==> src/rtl/ws2812_multi_transmitter_pkg.sv <==
// Shared types and timing defaults for the multi-lane WS2812 transmitter.
package ws2812_pkg;

   typedef enum logic [1:0] {
      IDLE  = 2'd0,
      FETCH = 2'd1,
      SLOT  = 2'd2,
      LATCH = 2'd3
   } ws2812_state_e;

   // Defaults for a 25 MHz clk: 400 ns, 800 ns, 50 us.
   localparam int DEF_S_TIME = 10;
   localparam int DEF_L_TIME = 20;
   localparam int DEF_R_TIME = 1250;

   function automatic int cnt_w(input int max_val);
      return $clog2(max_val) + 1;
   endfunction

endpackage

==> src/rtl/ws2812_multi_transmitter_if.sv <==
// Pixel word stream into the transmitter: valid/ready handshake with a CHANNELS-wide word.
interface ws2812_multi_transmitter_if #(
   parameter int DATA_W = 24
) ();
   logic [DATA_W-1:0] pix_data;
   logic              pix_valid;
   logic              pix_ready;

   modport master (output pix_data, output pix_valid, input pix_ready);
   modport slave  (input pix_data, input pix_valid, output pix_ready);
endinterface

==> src/rtl/ws2812_multi_transmitter_lane.sv <==
// One stripe lane: pixel shift register and registered pin, compared against the next slot count.
module ws2812_lane #(
   parameter int PIXEL_BITS = 24,
   parameter int S_TIME     = 10,
   parameter int L_TIME     = 20,
   parameter int SW         = 5
) (
   input  logic                  clk,
   input  logic                  rstn,
   input  logic                  load,
   input  logic                  shift,
   input  logic                  active,
   input  logic [PIXEL_BITS-1:0] data,
   input  logic [SW-1:0]         slot_cnt_nxt,
   output logic                  pin
);
   localparam logic [SW-1:0] S_THR = SW'(S_TIME);
   localparam logic [SW-1:0] L_THR = SW'(L_TIME);

   logic [PIXEL_BITS-1:0] sr;
   logic [PIXEL_BITS-1:0] sr_nxt;

   always_comb begin
      sr_nxt = sr;
      if (load)
         sr_nxt = data;
      else if (shift)
         sr_nxt = {sr[PIXEL_BITS-2:0], 1'b0};
   end

   // Pin is computed from next-cycle values so it stays aligned with slot_cnt.
   always_ff @(posedge clk or negedge rstn) begin
      if (!rstn) begin
         sr  <= '0;
         pin <= 1'b0;
      end else begin
         sr  <= sr_nxt;
         pin <= active & (slot_cnt_nxt < (sr_nxt[PIXEL_BITS-1] ? L_THR : S_THR));
      end
   end

endmodule

==> src/rtl/ws2812_multi_transmitter.sv <==
// Multi-lane WS2812 serialiser: shared slot timer and one-word prefetch feeding CHANNELS lanes.
//
// state | meaning
// IDLE  | lines low, waiting for start
// FETCH | lines low, waiting for the first pixel word
// SLOT  | driving one bit slot on every lane
// LATCH | lines low for the latch gap, then frame_done
module ws2812_multi_transmitter
   import ws2812_pkg::*;
#(
   parameter int CHANNELS   = 1,
   parameter int PIXEL_BITS = 24,
   parameter int NUM_PIXELS = 64,
   parameter int S_TIME     = DEF_S_TIME,
   parameter int L_TIME     = DEF_L_TIME,
   parameter int R_TIME     = DEF_R_TIME
) (
   input  logic                      clk,
   input  logic                      rstn,
   input  logic                      start,
   output logic                      busy,
   ws2812_multi_transmitter_if.slave pix,
   output logic                      frame_done,
   output logic                      underrun,
   output logic [CHANNELS-1:0]       led_stripe_pin
);
   localparam int SLOT_LEN = S_TIME + L_TIME;
   localparam int SW = cnt_w(SLOT_LEN - 1);
   localparam int BW = cnt_w(PIXEL_BITS - 1);
   localparam int PW = cnt_w(NUM_PIXELS);
   localparam int RW = cnt_w(R_TIME);
   localparam logic [SW-1:0] SLOT_LAST = SW'(SLOT_LEN - 1);
   localparam logic [BW-1:0] BIT_TOP   = BW'(PIXEL_BITS - 1);
   localparam logic [PW-1:0] PIX_LAST  = PW'(NUM_PIXELS - 1);
   localparam logic [PW-1:0] PIX_MAX   = PW'(NUM_PIXELS);
   localparam logic [RW-1:0] LAT_TOP   = RW'(R_TIME - 1);

   ws2812_state_e state, state_nxt;

   logic [SW-1:0] slot_cnt, slot_nxt;
   logic [BW-1:0] bit_cnt, bit_nxt;
   logic [PW-1:0] pix_cnt, acc_cnt;
   logic [RW-1:0] lat_cnt;
   logic [CHANNELS*PIXEL_BITS-1:0] hold_data;
   logic hold_full;
   logic start_acc, load, shift, pix_inc, set_underrun;
   logic lat_load, lat_dec, done_nxt, drain, hold_clr, xfer;

   assign busy          = (state != IDLE);
   assign pix.pix_ready = busy & ~hold_full & (acc_cnt < PIX_MAX);
   assign xfer          = pix.pix_valid & pix.pix_ready;

   always_ff @(posedge clk or negedge rstn) begin
      if (!rstn)
         state <= IDLE;
      else
         state <= state_nxt;
   end

   always_comb begin
      state_nxt    = state;
      slot_nxt     = slot_cnt;
      bit_nxt      = bit_cnt;
      start_acc    = 1'b0;
      load         = 1'b0;
      shift        = 1'b0;
      pix_inc      = 1'b0;
      set_underrun = 1'b0;
      lat_load     = 1'b0;
      lat_dec      = 1'b0;
      done_nxt     = 1'b0;
      drain        = 1'b0;
      hold_clr     = 1'b0;
      case (state)
         IDLE: begin
            // A start coinciding with the frame_done pulse is dropped.
            if (start && !frame_done) begin
               start_acc = 1'b1;
               state_nxt = FETCH;
            end
         end
         FETCH: begin
            if (hold_full) begin
               load      = 1'b1;
               drain     = 1'b1;
               bit_nxt   = BIT_TOP;
               slot_nxt  = '0;
               state_nxt = SLOT;
            end
         end
         SLOT: begin
            if (slot_cnt == SLOT_LAST) begin
               slot_nxt = '0;
               if (bit_cnt != '0) begin
                  shift   = 1'b1;
                  bit_nxt = bit_cnt - 1'b1;
               end else begin
                  pix_inc = 1'b1;
                  if (pix_cnt == PIX_LAST) begin
                     lat_load  = 1'b1;
                     state_nxt = LATCH;
                  end else if (hold_full) begin
                     load    = 1'b1;
                     drain   = 1'b1;
                     bit_nxt = BIT_TOP;
                  end else begin
                     set_underrun = 1'b1;
                     lat_load     = 1'b1;
                     state_nxt    = LATCH;
                  end
               end
            end else begin
               slot_nxt = slot_cnt + 1'b1;
            end
         end
         LATCH: begin
            if (lat_cnt == '0) begin
               done_nxt  = 1'b1;
               hold_clr  = 1'b1;
               state_nxt = IDLE;
            end else begin
               lat_dec = 1'b1;
            end
         end
         default: state_nxt = IDLE;
      endcase
   end

   always_ff @(posedge clk or negedge rstn) begin
      if (!rstn) begin
         slot_cnt   <= '0;
         bit_cnt    <= '0;
         pix_cnt    <= '0;
         acc_cnt    <= '0;
         lat_cnt    <= '0;
         hold_full  <= 1'b0;
         hold_data  <= '0;
         underrun   <= 1'b0;
         frame_done <= 1'b0;
      end else begin
         slot_cnt   <= slot_nxt;
         bit_cnt    <= bit_nxt;
         frame_done <= done_nxt;
         if (start_acc) begin
            pix_cnt  <= '0;
            acc_cnt  <= '0;
            underrun <= 1'b0;
         end else begin
            if (pix_inc)
               pix_cnt <= pix_cnt + 1'b1;
            if (xfer)
               acc_cnt <= acc_cnt + 1'b1;
            if (set_underrun)
               underrun <= 1'b1;
         end
         if (lat_load)
            lat_cnt <= LAT_TOP;
         else if (lat_dec)
            lat_cnt <= lat_cnt - 1'b1;
         // Words accepted during LATCH are dropped on the way out.
         if (drain || hold_clr)
            hold_full <= 1'b0;
         else if (xfer) begin
            hold_full <= 1'b1;
            hold_data <= pix.pix_data;
         end
      end
   end

   for (genvar c = 0; c < CHANNELS; c++) begin : g_lane
      ws2812_lane #(
         .PIXEL_BITS (PIXEL_BITS),
         .S_TIME     (S_TIME),
         .L_TIME     (L_TIME),
         .SW         (SW)
      ) u_lane (
         .clk          (clk),
         .rstn         (rstn),
         .load         (load),
         .shift        (shift),
         .active       (state_nxt == SLOT),
         .data         (hold_data[c*PIXEL_BITS +: PIXEL_BITS]),
         .slot_cnt_nxt (slot_nxt),
         .pin          (led_stripe_pin[c])
      );
   end

endmodule
==> src/flat_wrapper.sv <==
// flat-port wrapper written by rule: the top's interface ports become plain ports
module ws2812_multi_transmitter_flat import ws2812_pkg::*;
#(
   parameter int CHANNELS   = 1,
   parameter int PIXEL_BITS = 24,
   parameter int NUM_PIXELS = 64,
   parameter int S_TIME     = DEF_S_TIME,
   parameter int L_TIME     = DEF_L_TIME,
   parameter int R_TIME     = DEF_R_TIME
)
  (clk, rstn, start, busy, frame_done, underrun, led_stripe_pin, pix_pix_data, pix_pix_valid, pix_pix_ready);
  ws2812_multi_transmitter_if pix_i ();
  input  logic clk;
  input  logic rstn;
  input  logic start;
  output logic busy;
  output logic frame_done;
  output logic underrun;
  output logic [CHANNELS-1:0] led_stripe_pin;
  input wire logic [$bits(pix_i.pix_data)-1:0] pix_pix_data;
  input wire logic [$bits(pix_i.pix_valid)-1:0] pix_pix_valid;
  output wire logic [$bits(pix_i.pix_ready)-1:0] pix_pix_ready;
  assign pix_i.pix_data = pix_pix_data;
  assign pix_i.pix_valid = pix_pix_valid;
  assign pix_pix_ready = pix_i.pix_ready;
  ws2812_multi_transmitter #(.CHANNELS(CHANNELS), .PIXEL_BITS(PIXEL_BITS), .NUM_PIXELS(NUM_PIXELS), .S_TIME(S_TIME), .L_TIME(L_TIME), .R_TIME(R_TIME)) u_core (.clk(clk), .rstn(rstn), .start(start), .busy(busy), .pix(pix_i), .frame_done(frame_done), .underrun(underrun), .led_stripe_pin(led_stripe_pin));
endmodule
==> config.mk <==
export PLATFORM = sky130hd
export DESIGN_NAME = ws2812_multi_transmitter_flat
export DESIGN_NICKNAME = d
export VERILOG_FILES = /design/src/rtl/ws2812_multi_transmitter_pkg.sv /design/src/rtl/ws2812_multi_transmitter_if.sv /design/src/rtl/ws2812_multi_transmitter_lane.sv /design/src/rtl/ws2812_multi_transmitter.sv /design/src/flat_wrapper.sv
export SDC_FILE = /design/constraint.sdc
export NUM_CORES = 1
export LEC_CHECK = 0
export BUFFER_PORTS_ARGS = -buffer_cell sky130_fd_sc_hd__buf_2
export CELL_PAD_IN_SITES_DETAIL_PLACEMENT = 1
export CELL_PAD_IN_SITES_GLOBAL_PLACEMENT = 2
export CORE_MARGIN = 5
export CORE_UTILIZATION = 30
export DETAILED_ROUTE_END_ITERATION = 7
export MAX_ROUTING_LAYER = met4
export PLACE_DENSITY = 0.7
export SKIP_CTS_REPAIR_TIMING = 1
export SYNTH_ARGS = -nofsm -noshare
export SYNTH_HDL_FRONTEND = slang
export SYNTH_SLANG_ARGS = --single-unit
==> constraint.sdc <==
create_clock -name clk -period 6.1 [get_ports clk]
set_clock_uncertainty 0.2 [all_clocks]
set_input_delay 0.305 -clock clk [delete_from_list [all_inputs] [get_ports clk]]
set_output_delay 0.305 -clock clk [all_outputs]
set_load 0.01 [all_outputs]
==> metrics.txt, run 1 <==
run status=finished with violations; violated checks=hold timing; max-slew violations=0; yosys warns=0; Sink Count=92; Synth Area per Inst=10.8 µm²; first-pass detailed-route iteration total=4; Slew headroom=40.1%; CP peak stage delay=0.80 ns; final setup violation count=0; DRT iter0 DRCs=100; area of all sequential standard cells=2300 µm²; synth unique cells=52; multi-input logic area=2010 µm²; total inserted antenna cells=0; Mapped Area=4440 µm²; Cells after Synth=412; post-route ant nets=0; syn_nets=454; Vias per Instance=4.84; Worst Tran Pin Value=0.890 ns; initial antenna violation count=0; #FFs+latches synth=92; Comb power frac=28.0%; CTS root buffer=clkbuf_16; width of the die=132 µm; Switching Share=32.8%; Skew-Pair Late Insertion Delay=0.34 ns; vias in the first global route=3315; Clock Tree Buf Depth=2; FMAX=226 MHz; placed cells=615; family with the most delay on the worst path=compound AO/OA/AOI/OAI gates; Leak Pwr=2.29 nW; Max FO, Critical Path=48; drt drc=0; total power=0.00203 W; final critical-path required period=4.42 ns; Crit. End Element=flip-flop; Die Area=17300 µm²; DP HPWL=6770 µm; CP max-delay cell=a41o_2; area grow syn2layout=17.7%; initial core utilization=30.5%; Design Area, Final=5220 µm²; fill cell count=1656; WL final=9790 µm; IO Count=33; Final GP Congestion=0.789; Worst Hold Class=in2reg; Int Power=0.00136 W; H-tree depth=3; RSZ-0062 raised after global routing=no; number of max-cap violations=0; Tot GR Track Use=12.1%; critical path arrival=4.47 ns; ys async rst share=100%; # nets final=500; number of port buffers=32; Num CTS Buffers=9; Data required, critical path=6.15 ns; largest net degree at the start of global routing=64; CTS tree=done; share of cells above drive strength 1=17.7%; hold_ws=-0.00167 ns; Crit path buffers/inverters=2; startpoint class of the critical path=flip-flop; Cell Area, Placed=4780 µm²; Fin Setup TNS=0 ns; setup slack, reg-to-reg=1.68 ns; clk slew on worst S/H paths=0.06 ns; Seq pwr share=45.2%; worst vdd ir=0.151 mV; Die Span Y=132 µm; Hold Fails Final Rpt=1; power per cell area=389 nW/µm²; Cell Rows=44; CP cell instances=inv_1 > ha_1 > or3b_1 > nor4_4 > a41o_2 > mux2i_1 > inv_1 > ha_1 > a21o_1 > a211o_1 > nor4_2; wire per inst=15.2 µm; EDFF count, synth=0; Seq/Total Area, Yosys=51.9%; fin crit share=72.5%; vias=3124; Remaining Overflow, GRT=0; Finished Layout Cells=646; top_reg_cell synth=dfrtp_1; net switching power=0.000666 W; core area=14500 µm²; first-pass GRT wire length=16900 µm; worst setup path class=reg2reg; Clock power frac=26.8%
==> cell usage in the layout, fill, tap and decap left out, drive strengths merged, types with 2 or more instances in the layout <==
master       count
nor3             9
o21a             3
nor2b            3
a41oi            2
or3              4
mux2i           26
o22a             2
a21o             2
nand3b           2
dfrtp           92
and3             5
o21ai           39
clkbuf          11
nor3b            3
mux2            25
xor2            12
ha              14
nand3            9
xnor2            6
and2             3
a21oi           10
o31ai            2
buf             34
or3b             2
nand2b           5
nand4            7
a211oi           2
dlygate4sd3     16
clkinv           2
nor4             5
nor2            31
nand2           43
a31oi            2
inv             17
==> area by class of cell <==
| cell class | count | area share, % |
|---|---|---|
| multi-input cells | 288 | 38.4 |
| clock inverters | 4 | 0.982 |
| clock buffers | 11 | 4.46 |
| repair buffers | 50 | 6.47 |
| well taps | 184 | 4.41 |
| flip-flops and latches | 92 | 44.1 |
| inverters | 17 | 1.22 |
==> metrics by stage <==
stage               setup WS, ns  util [%]
floorplan                   2.92         -
global placement            1.83      32.9
detailed placement          1.64      32.9
CTS                         1.65      34.8
global route                1.22      35.9
finish                      1.68      35.9
==> kinds of logic after synthesis <==
group	after synthesis	synth area share, %
and+or+nand+nor	133	15.0
buffers and inverters	32	3.13
xor gates and xnor gates	18	3.55
DFF	92	51.9
AOI/OAI and AO/OA	72	10.3
adders and majority gates	14	3.95
muxes	51	12.2
==> routing by layer <==
metal	routed length [µm]	part of all wire [%]	GRT usage, %
met5	0	0	-
met4	147	1.5	4.11
met3	278	2.8	3.02
met2	4630	47	18.7
met1	4740	48	15.6
==> synthesized netlist by cell type, types with 4 or more instances <==
master	n	area, µm²
dfrtp_1	92	2300
nand2_1	42	158
o21ai_0	39	195
nor2_1	31	116
mux2i_1	26	260
mux2_2	25	282
inv_1	17	63.8
ha_1	14	175
xor2_1	12	105
a21oi_1	10	50.1
nand3_1	9	45.0
nor3_1	9	45.0
clkbuf_1	7	26.3
nand4_1	7	43.8
xnor2_1	6	52.6
and3_1	5	31.3
nand2b_1	5	31.3
or3_1	4	25.0
==> power groups by stage <==
stage	registers [W]	logic, W	clock network (W)
finish	0.000918	0.000568	0.000545
global route	0.000944	0.000658	0.000593
CTS	0.000921	0.000574	0.000569
detailed placement	0.000933	0.000570	0
global placement	0.000924	0.000545	0
floorplan	0.000878	0.000449	0
==> flip-flops by register name (all words and copies together), names as in the netlist <==
| name | cells |
|---|---|
| u_core.slot_cnt | 6 |
| u_core.g_lane.u_lane.pin | 1 |
| u_core.hold_data | 24 |
| u_core.pix_cnt | 7 |
| u_core.acc_cnt | 7 |
| u_core.lat_cnt | 12 |
| u_core.g_lane.u_lane.sr | 24 |
| u_core.state | 2 |
| u_core.hold_full | 1 |
| u_core.bit_cnt | 6 |
| u_core.underrun | 1 |
| u_core.frame_done | 1 |
==> worst paths after layout <==
| check | endpoint | startpoint | cells past startpoint |
|---|---|---|---|
| min reg2reg | u_core.g_lane[0].u_lane.sr[2] | u_core.hold_data[2] | 2 |
| min in group asynchronous | u_core.hold_data[5] | rstn | 2 |
| min | u_core.hold_data[7] | pix_pix_data[7] | 2 |
| max reg2reg | u_core.g_lane[0].u_lane.pin | u_core.state[0] | 11 |
| max | u_core.g_lane[0].u_lane.pin | u_core.state[0] | 11 |
| max in group asynchronous | u_core.pix_cnt[2] | rstn | 3 |
Note: power is estimated with default switching activity, not from simulation.
==> run 2: changes to the inputs <==
--- a/config.mk
+++ b/config.mk
@@ -5,6 +5,7 @@
 export SDC_FILE = /design/constraint.sdc
 export NUM_CORES = 1
 export LEC_CHECK = 0
+export ABC_AREA = 1
 export BUFFER_PORTS_ARGS = -buffer_cell sky130_fd_sc_hd__buf_2
 export CELL_PAD_IN_SITES_DETAIL_PLACEMENT = 1
 export CELL_PAD_IN_SITES_GLOBAL_PLACEMENT = 2
@@ -12,7 +13,7 @@
 export CORE_UTILIZATION = 30
 export DETAILED_ROUTE_END_ITERATION = 7
 export MAX_ROUTING_LAYER = met4
-export PLACE_DENSITY = 0.7
+export PLACE_DENSITY = 0.76
 export SKIP_CTS_REPAIR_TIMING = 1
 export SYNTH_ARGS = -nofsm -noshare
 export SYNTH_HDL_FRONTEND = slang
==> constraint.sdc (replaced) <==
create_clock -name clk -period 3.6 [get_ports clk]
set_clock_uncertainty 0.2 [all_clocks]
set_input_delay 0.18 -clock clk [delete_from_list [all_inputs] [get_ports clk]]
set_output_delay 0.18 -clock clk [all_outputs]
set_load 0.01 [all_outputs]
==> run 2 against run 1 <==
  * The run now ends clean
  * Die area rose by 6.3%
  * Worst hold slack gained 0.11 ns
  * Routed wire length is 19% higher
  * Sequential power increased by 35%
  * Largest power group unchanged
==> metrics.txt, run 2 <==
run status=finished clean; Leak Pwr=2.81 nW (+23%); hold path startpoint=start; Seq/Total Area, Yosys=48.5% (-3.3 points); clk slew on worst S/H paths=0.07 ns (about the same); Max FO, Critical Path=25 (-48%); yosys warns=0 (unchanged); synth cell count leaders=nand3_1, dfrtp_1, inv_1, nand2_1, nor2_1; Worst Hold Class=in2reg; startpoint class of the critical path=flip-flop; WL final=11700 µm (+19%); family with the most delay on the worst path=simple AND/OR/NAND/NOR gates; count leader, synth=nand3_1; initial antenna violation count=0 (unchanged); Mapped Area=4740 µm² (+6.9%); Data required, critical path=3.68 ns (-2.47 ns); number of port buffers=32 (unchanged); Design Area, Final=5650 µm² (+8.2%); total inserted antenna cells=0 (unchanged); number of max-cap violations=0 (unchanged); share of cells above drive strength 1=14.4% (-3.4 points); DRT iter0 DRCs=161 (+61%); R2R Path Start=u_core.state[0]; CP cell instances=inv_1 > ha_1 > inv_2 > nor2_2 > nand3_2 > nor2_4 > nand2_2 > nand2_4 > nand2_4 > nand2_1 > nand2_1 > ha_1 > a21o_1 > nand4_1 > nand4_1 > nor2_1; Synth Area in XOR/XNOR=1.11% (-2.4 points); largest net degree at the start of global routing=49 (-23%); top cell type's share of synthesized area=48.5% (-3.3 points); worst vdd ir=0.249 mV (+65%); biggest regs=u_core.g_lane.u_lane.sr (24), u_core.hold_data (24), u_core.lat_cnt (12); Final GP Congestion=0.848 (+7.5%); cells on worst reg2reg path=16 (+5); first-pass GRT wire length=20600 µm (+22%); # nets final=664 (+33%); largest cells by area after synthesis=dfrtp_1, nand3_1, inv_1, nand2_1, o21ai_0; Cell Area, Placed=5090 µm² (+6.5%); Cell Rows=46 (+4.5%); Hold Path Depth=5 (+3); Cells after Synth=567 (+38%); area grow syn2layout=19.1%; most common cell after layout, fill and taps aside=nand3_1; RSZ-0062 raised after global routing=no; Synth Area in Simple Gates=27.2% (+12 points); power per cell area=437 nW/µm² (+12%); Clock Tree Buf Depth=2 (unchanged); CTS root buffer=clkbuf_16; Hold Fails Final Rpt=0 (-1); Tot GR Track Use=14.2% (+2.1 points); Sink Count=92 (unchanged); Crit. End Element=flip-flop; syn_nets=609 (+34%); Skew-Pair Late Insertion Delay=0.35 ns (about the same); final critical-path required period=3.03 ns (-1.39 ns); #FFs+latches synth=92 (unchanged); main combinational cell family by area after synthesis=simple AND/OR/NAND/NOR gates; ys async rst share=100% (unchanged); Critical Path Start=u_core.state[0]; hold_ws=0.110 ns (+0.112 ns); fill cell count=1895 (+14%); CP peak stage delay=0.42 ns (-0.38 ns); Synth Area per Inst=8.37 µm² (-22%); drt drc=0 (unchanged); Compound-Gate Fraction of Synth Area=10.8% (+0.47 points); Crit path buffers/inverters=2 (unchanged); EDFF count, synth=0 (unchanged); DP HPWL=8090 µm (+19%); vias=4001 (+28%); IO Count=33 (unchanged); core area=15700 µm² (+8.1%); Num CTS Buffers=9 (unchanged); width of the die=136 µm (+3.1%); CTS tree=done; final setup violation count=0 (unchanged); Die Span Y=136 µm (+3.1%); H-tree depth=3 (unchanged); initial core utilization=30.2% (-0.35 points); Worst Tran Pin Value=0.853 ns (-0.0373 ns); multi-input logic area=2030 µm² (+1.2%); Crit. path cell count=16 (+5); post-route ant nets=0 (unchanged); first-pass detailed-route iteration total=4 (unchanged); Final Util=36.0% (about the same); FMAX=330 MHz (+46%); top_reg_cell synth=dfrtp_1; worst setup path class=reg2reg; most frequent cells in the layout=nand3_1, dfrtp_1, inv_1, nand2_1, nor2_1; Fin Setup TNS=0 ns (unchanged); mux contribution to synthesized area=0% (-12 points); wire per inst=13.9 µm (-8.6%); Vias per Instance=4.75 (-1.9%); CP max-delay cell=dfrtp_1; Remaining Overflow, GRT=0 (unchanged); synth unique cells=36 (-31%); Yosys top cell by area=dfrtp_1; Synth Area in Adders=3.69% (-0.25 points); critical path arrival=3.11 ns (-1.36 ns); Slew headroom=43.0% (+2.9 points); vias in the first global route=4247 (+28%); Die Area=18400 µm² (+6.3%); max-slew violations=0 (unchanged); area of all sequential standard cells=2300 µm² (unchanged); fin crit share=84.3% (+12 points)
-- run 2: cell count changes after synthesis, moves of 11 or more --
cell / previous run / this run
a21oi_1: 10 / 21
mux2_2: 25 / 0
inv_1: 17 / 76
mux2i_1: 26 / 0
nor2_1: 31 / 48
o21ai_2: 0 / 16
nand2_2: 1 / 12
nand2_1: 42 / 72
nand3_1: 9 / 120
-- run 2: final cells by class --
class                           count  area share [%]
Clock buffer                       10            4.05
Clock inverter                      6            1.28
Inverter                           77            5.11
Multi-Input combinational cell    379            35.9
Sequential cell                    92            40.7
Tap cell                          216            4.78
Timing Repair Buffer               63            8.15
-- run 2: worst min-delay path, delay by kind of cell --
family	cells	cell delay [ns]
compound gates	1	0.12
simple gates	2	0.22
buf+inv	2	0.11
-- run 2: final timing paths --
| check | slack, ns | endpoint |
|---|---|---|
| setup / recovery | 0.57 | u_core.g_lane[0].u_lane.pin |
| hold / removal | 0.11 | u_core.state[0] |
| setup reg to reg | 0.57 | u_core.g_lane[0].u_lane.pin |
| hold reg to reg | 0.29 | u_core.hold_data[16] |
| max in group asynchronous | 2.22 | u_core.hold_data[1] |
| min in group asynchronous | 0.19 | u_core.bit_cnt[3] |
-- run 2: power breakdown --
| part | switching [W] | internal [W] | leakage [nW] |
|---|---|---|---|
| registers | 0.0000845 | 0.00115 | 1.19 |
| clock network | 0.000437 | 0.000545 | 0.143 |
| logic | 0.000133 | 0.000120 | 1.48 |
-- run 2: kinds of logic after synthesis --
family,count (synthesis)
DFF,92
xor gates and xnor gates,6
AOI/OAI and AO/OA,87
buffers and inverters,96
and+or+nand+nor,272
adders and majority gates,14
-- run 2: per-layer routing --
metal	vias up	part of all wire (%)	global-route usage, %	wire length (µm)
li1	1972	-	-	-
met1	1972	47	17.9	5540
met4	0	1.6	4.31	182
met5	-	0	-	0
met2	41	49	23.0	5690
met3	16	2.3	2.90	270
-- run 2: metrics by stage --
stage               setup slack [ns]  instances  power [W]
detailed placement             0.548        801    0.00150
global route                   0.214        843    0.00261
CTS                            0.523        817    0.00249
floorplan                       1.10        567    0.00140
global placement               0.713        801    0.00148
finish                         0.566        843    0.00247
